--- src/rtl/logic_unit_seq.sv ---
// rtl/logic_unit_seq.sv - multi-cycle sliced AND/OR/XOR/NOR unit; optional abort input via LOGIC_UNIT_ABORT_EN
module logic_unit_seq #(
    parameter int WIDTH = 32,
    parameter int SLICE = 8
) (
    input  logic             clk,
    input  logic             rst_n,
    input  logic             start,
`ifdef LOGIC_UNIT_ABORT_EN
    input  logic             abort,
`endif
    input  logic [1:0]       op,
    input  logic [WIDTH-1:0] A,
    input  logic [WIDTH-1:0] B,
    output logic [WIDTH-1:0] result,
    output logic             zero,
    output logic             busy,
    output logic             done
);

    localparam int N  = (SLICE > 0) ? (WIDTH / SLICE) : 1;
    localparam int CW = $clog2(N) + 1;

    localparam logic [1:0] S_IDLE = 2'd0;
    localparam logic [1:0] S_BUSY = 2'd1;
    localparam logic [1:0] S_DONE = 2'd2;

    localparam logic [1:0] OP_AND = 2'b00;
    localparam logic [1:0] OP_OR  = 2'b01;
    localparam logic [1:0] OP_XOR = 2'b10;

    // Reject geometries where the operand does not split into whole slices.
    generate
        if ((WIDTH <= 0) || (SLICE <= 0) || ((WIDTH % SLICE) != 0)) begin : g_bad_geometry
            $error("logic_unit_seq: WIDTH must be >0 and a multiple of SLICE");
        end
    endgenerate

    logic [1:0]       r_state;
    logic [CW-1:0]    r_cnt;
    logic [1:0]       r_op;
    logic [WIDTH-1:0] r_a;
    logic [WIDTH-1:0] r_b;
    logic [WIDTH-1:0] r_partial;
    logic [WIDTH-1:0] r_result;
    logic             r_zero;

    logic             w_accept;
    logic             w_last;
    logic             w_abort;
    logic [WIDTH-1:0] w_op_full;
    logic [WIDTH-1:0] w_partial_next;

`ifdef LOGIC_UNIT_ABORT_EN
    assign w_abort = abort;
`else
    assign w_abort = 1'b0;
`endif

    // A request is only looked at when the unit is idle or just finishing.
    assign w_accept = start && ((r_state == S_IDLE) || (r_state == S_DONE));
    assign w_last   = (r_cnt == CW'(N - 1));

    assign result = r_result;
    assign zero   = r_zero;
    assign busy   = (r_state == S_BUSY);
    assign done   = (r_state == S_DONE);

    // Bitwise function of the latched operands; only one slice of it is consumed per cycle.
    always_comb begin
        w_op_full = '0;
        case (r_op)
            OP_AND:  w_op_full = r_a & r_b;
            OP_OR:   w_op_full = r_a | r_b;
            OP_XOR:  w_op_full = r_a ^ r_b;
            default: w_op_full = ~(r_a | r_b);
        endcase
    end

    // Merge the slice selected by the counter into the running partial word.
    always_comb begin
        w_partial_next = r_partial;
        for (int k = 0; k < N; k++) begin
            if (r_cnt == CW'(k)) begin
                w_partial_next[k*SLICE +: SLICE] = w_op_full[k*SLICE +: SLICE];
            end
        end
    end

    // Control FSM and slice counter; abort wins over the final slice.
    always_ff @(posedge clk or negedge rst_n) begin
        if (!rst_n) begin
            r_state <= S_IDLE;
            r_cnt   <= '0;
        end else begin
            case (r_state)
                S_IDLE: begin
                    if (w_accept) begin
                        r_state <= S_BUSY;
                        r_cnt   <= '0;
                    end
                end
                S_BUSY: begin
                    if (w_abort) begin
                        r_state <= S_IDLE;
                        r_cnt   <= '0;
                    end else if (w_last) begin
                        r_state <= S_DONE;
                        r_cnt   <= '0;
                    end else begin
                        r_cnt <= r_cnt + CW'(1);
                    end
                end
                S_DONE: begin
                    r_cnt <= '0;
                    if (w_accept) begin
                        r_state <= S_BUSY;
                    end else begin
                        r_state <= S_IDLE;
                    end
                end
                default: begin
                    r_state <= S_IDLE;
                    r_cnt   <= '0;
                end
            endcase
        end
    end

    // Operand capture: inputs are frozen for the whole operation once accepted.
    always_ff @(posedge clk or negedge rst_n) begin
        if (!rst_n) begin
            r_op <= '0;
            r_a  <= '0;
            r_b  <= '0;
        end else if (w_accept) begin
            r_op <= op;
            r_a  <= A;
            r_b  <= B;
        end
    end

    // Partial accumulation and publication; result/zero move only on the completing edge.
    always_ff @(posedge clk or negedge rst_n) begin
        if (!rst_n) begin
            r_partial <= '0;
            r_result  <= '0;
            r_zero    <= 1'b1;
        end else begin
            if (w_accept) begin
                r_partial <= '0;
            end else if ((r_state == S_BUSY) && !w_abort) begin
                r_partial <= w_partial_next;
                if (w_last) begin
                    r_result <= w_partial_next;
                    r_zero   <= ~|w_partial_next;
                end
            end
        end
    end

endmodule

--- config.mk ---
export PLATFORM = sky130hd
export DESIGN_NAME = logic_unit_seq
export DESIGN_NICKNAME = d
export VERILOG_FILES = /design/src/rtl/logic_unit_seq.sv
export SDC_FILE = /design/constraint.sdc
export NUM_CORES = 1
export LEC_CHECK = 0
export BUFFER_PORTS_ARGS = -buffer_cell sky130_fd_sc_hd__buf_2
export CORE_MARGIN = 2
export CORE_UTILIZATION = 58
export DETAILED_ROUTE_END_ITERATION = 10
export GPL_TIMING_DRIVEN = 0
export MAX_ROUTING_LAYER = met4
export PLACE_DENSITY = 0.92
export SLEW_MARGIN = 15
export SYNTH_ARGS = -nofsm -noshare
export SYNTH_HDL_FRONTEND = slang
export SYNTH_SLANG_ARGS = --single-unit
--- constraint.sdc ---
create_clock -name clk -period 2.6 [get_ports clk]
set_input_delay 0.39 -clock clk [delete_from_list [all_inputs] [get_ports clk]]
set_output_delay 0.39 -clock clk [all_outputs]
set_load 0.1 [all_outputs]
==> results.json <==
{
  "io-pin-count": 104,
  "cap_violations": 0,
  "vias": 6428,
  "synth_xor_xnor_area_share": 0,
  "floorplan.die.height_microns": 115.4,
  "holdCritStartpoint": "A[28]",
  "wirelength_microns": 19510,
  "cts_buffer_depth": 2,
  "timing.rr.start": "r_op[0]$_DFFE_PN0P_",
  "post_dp_cell_area_sq_um": 7960,
  "hpwl_microns": 13660,
  "slew_headroom": 0.5000,
  "clock_sinks": 132,
  "rows": 40,
  "io_buffer_count": 103,
  "design_area_sq_um": 8551,
  "fin_crit_sh": 0.9448,
  "worstSetupPathType": "reg -> reg",
  "end_kind": "register",
  "hp-class": "in -> reg",
  "critPathRequiredTime_ns": 2.92,
  "fillCellCount": 833,
  "die_x_microns": 115.4,
  "synth_fa_ha_area_frac": 0.1182,
  "drt_iter0_markers": 664,
  "power.density_nw_per_um2": 1518,
  "crit_arrival_ns": 2.78,
  "seq_area_frac_synth": 0.4589,
  "grt_overflow": 0,
  "status": "finished, final reports clean",
  "synth_top_area_cell": "dfrtp_1",
  "tightest_slew_ns": 0.7436,
  "hold_viol": 0,
  "drive_gt1_frac": 0.1871,
  "finish.utilization": 0.7089,
  "grt_max_degree": 90,
  "worst-path-max-fanout": 10,
  "synth_top_area_frac": 0.4553,
  "synth.mux.area_fraction": 0.05369,
  "drc": 0,
  "report.final.setup_viol": 0,
  "syn2layout_area_growth_pct": 18.75,
  "grt_pass1_wl_microns": 31620,
  "vias_per_cell": 5.854,
  "clockRootBuffer": "clkbuf_16",
  "grt_pass1_vias": 6391,
  "drv_slew": 0,
  "htree_num_levels": 4,
  "synth-seq-cells": 132,
  "firstDrtPassIters": 8,
  "syn_area_per_cell_sq_um": 9.069,
  "avgRoutedWirePerCell_microns": 17.76,
  "syn_area_sq_um": 7201,
  "grt_use_total": 0.3198,
  "antenna_left": 0,
  "synth-compound-area-share": 0.1746,
  "clock_latency_ns": 0.41,
  "layout_min_cycle_time_ns": 2.456,
  "syn_nets": 931,
  "finalWeightedCongestion": 0.9277,
  "fmax_mhz": 407.1,
  "yosys.area_share.simple": 0.1288,
  "antenna_found_initial": 0,
  "critPathLaunchType": "register",
  "hold_depth": 3,
  "die-area_sq_um": 13320,
  "start_util": 0.5970,
  "rr_worst_depth": 10,
  "core_area_sq_um": 12060,
  "fin_nets": 1055,
  "clkTransAtPathRegs_ns": 0.05,
  "synth.distinct_cells": 34,
  "num_antenna_cells": 0,
  "ir_drop_v": 0.001061,
  "synth_warnings": 0,
  "tns_ns": 0,
  "cts_tree": "built",
  "fin_skew_ns": 0.005388,
  "cts_buffers": 17,
  "syn_inst": 794,
  "rsz0062_at_grt": "no",
  "synth_area_leaders": "dfrtp_1, ha_1, o21ai_0, nand2_1, mux2_2",
  "leakage_nw": 4.261,
  "cts_setup_buffers": 0,
  "crit_start": "r_op[0]$_DFFE_PN0P_",
  "synth_top_family_by_area": "compound AO/OA/AOI/OAI gates"
}
## cell type report
class                      count  area [sq um]  area share
sequential                   132          3304      0.3865
multi-input combinational    545          3422      0.4002
clock inverter                11         133.9     0.01566
tap                          168         210.2     0.02458
timing repair buffer         105         559.3     0.06541
inverter                      70         262.8     0.03073
clock buffer                  20         446.7     0.05224
buffer                        47         211.5     0.02473
## flip-flops by register name, summed over array words and instances, names as in the netlist
| register | flops |
|---|---|
| r_op | 2 |
| zero | 1 |
| r_state | 2 |
| r_a | 32 |
| r_partial | 28 |
| result | 32 |
| r_cnt | 3 |
| r_b | 32 |
## stage by stage
stage / total power [W] / hold WS (ns) / setup WS [ns] / cells
after floorplan: 0.008549 / 0.09441 / 0.4320 / 794
after global placement: 0.009954 / 0.4559 / -0.5248 / 1065
after detailed placement: 0.01025 / 0.3374 / 0.2392 / 1066
after CTS: 0.01282 / 0.1691 / 0.2142 / 1098
after global routing: 0.01377 / 0.1891 / 0.06161 / 1098
final: 0.01298 / 0.1784 / 0.1436 / 1098
## worst max-delay path, stage by stage, from the launching register on
cell and delay (ns):
dfrtp_1 0.38, buf_6 0.14, buf_6 0.14, buf_2 0.21, nor2_1 0.13, a211oi_1 0.05, a21oi_1 0.35, nand4_1 0.14
o31ai_1 0.40, nand3_1 0.14, o31ai_2 0.27
## where the power goes
group,internal (W),total [W],switching (W),leakage (nW)
logic,0.00214,0.00710,0.00496,2.29
clock network,0.00152,0.00237,0.000858,0.293
registers,0.00294,0.00351,0.000563,1.68
total,0.00660,0.0130,0.00638,4.26
## synth_stat cells
cell	count
a41o_1	1
nor3_1	2
nand2_1	113
buf_2	10
mux2_1	3
nand3_1	15
o31ai_1	7
mux2i_1	6
ha_1	68
a21oi_1	47
clkinv_1	1
nor4_1	5
buf_1	1
a31oi_1	2
a41oi_1	1
a2111oi_0	1
nand4_1	5
o31ai_2	1
dfrtp_1	131
o211a_1	1
nor3b_1	1
a21o_1	12
nand2b_1	2
clkbuf_1	33
o21ai_0	115
a211oi_1	24
o41ai_1	1
inv_1	69
nor2b_1	14
nor2_1	66
dfstp_2	1
a22o_1	6
buf_6	3
mux2_2	26
## cell usage in the layout, fill, tap and decap left out, drive strengths merged, types with 2 or more instances in the layout
cell,Yosys,final
a211oi,24,24
mux2i,6,6
inv,69,70
clkbuf,33,53
o31ai,8,8
a21oi,47,47
nand3,15,15
nor2b,14,14
nand2b,2,2
nor3,2,2
a22o,6,6
nand4,5,5
bufinv,0,3
buf,14,118
nor4,5,5
a31oi,2,2
ha,68,68
clkinv,1,8
a21o,12,12
nand2,113,113
nor2,66,66
o21ai,115,115
dfrtp,131,131
mux2,29,29
## cell families after synthesis
| family | after synthesis |
|---|---|
| compound gates | 219 |
| fa+ha+maj | 68 |
| mux | 35 |
| buf+inv | 117 |
| flops | 132 |
| simple gates | 223 |
## final timing paths
path,end,slack (ns)
min in group asynchronous,result[8]$_DFFE_PN0P_,0.46
worst max register to register,zero$_DFFE_PN1P_,0.14
worst max-delay path,zero$_DFFE_PN1P_,0.14
worst min register to register,result[27]$_DFFE_PN0P_,0.47
max in group asynchronous,r_op[1]$_DFFE_PN0P_,1.37
worst min-delay path,r_a[28]$_DFFE_PN0P_,0.18
## what timing repair did
action | CTS | global route
hold buffers | 1 | 0
gates resized for setup | 0 | 0
endpoints found under the hold margin | 42 | 0
## routing by layer
metal | vias up | wire length (microns) | GRT usage
li1 | 2924 | - | -
met3 | 73 | 1786 | 0.06538
met1 | 3045 | 7566 | 0.4040
met4 | 0 | 748 | 0.1534
met2 | 386 | 9403 | 0.4955
met5 | - | 0 | -
Note: power is estimated with default switching activity, not from simulation.
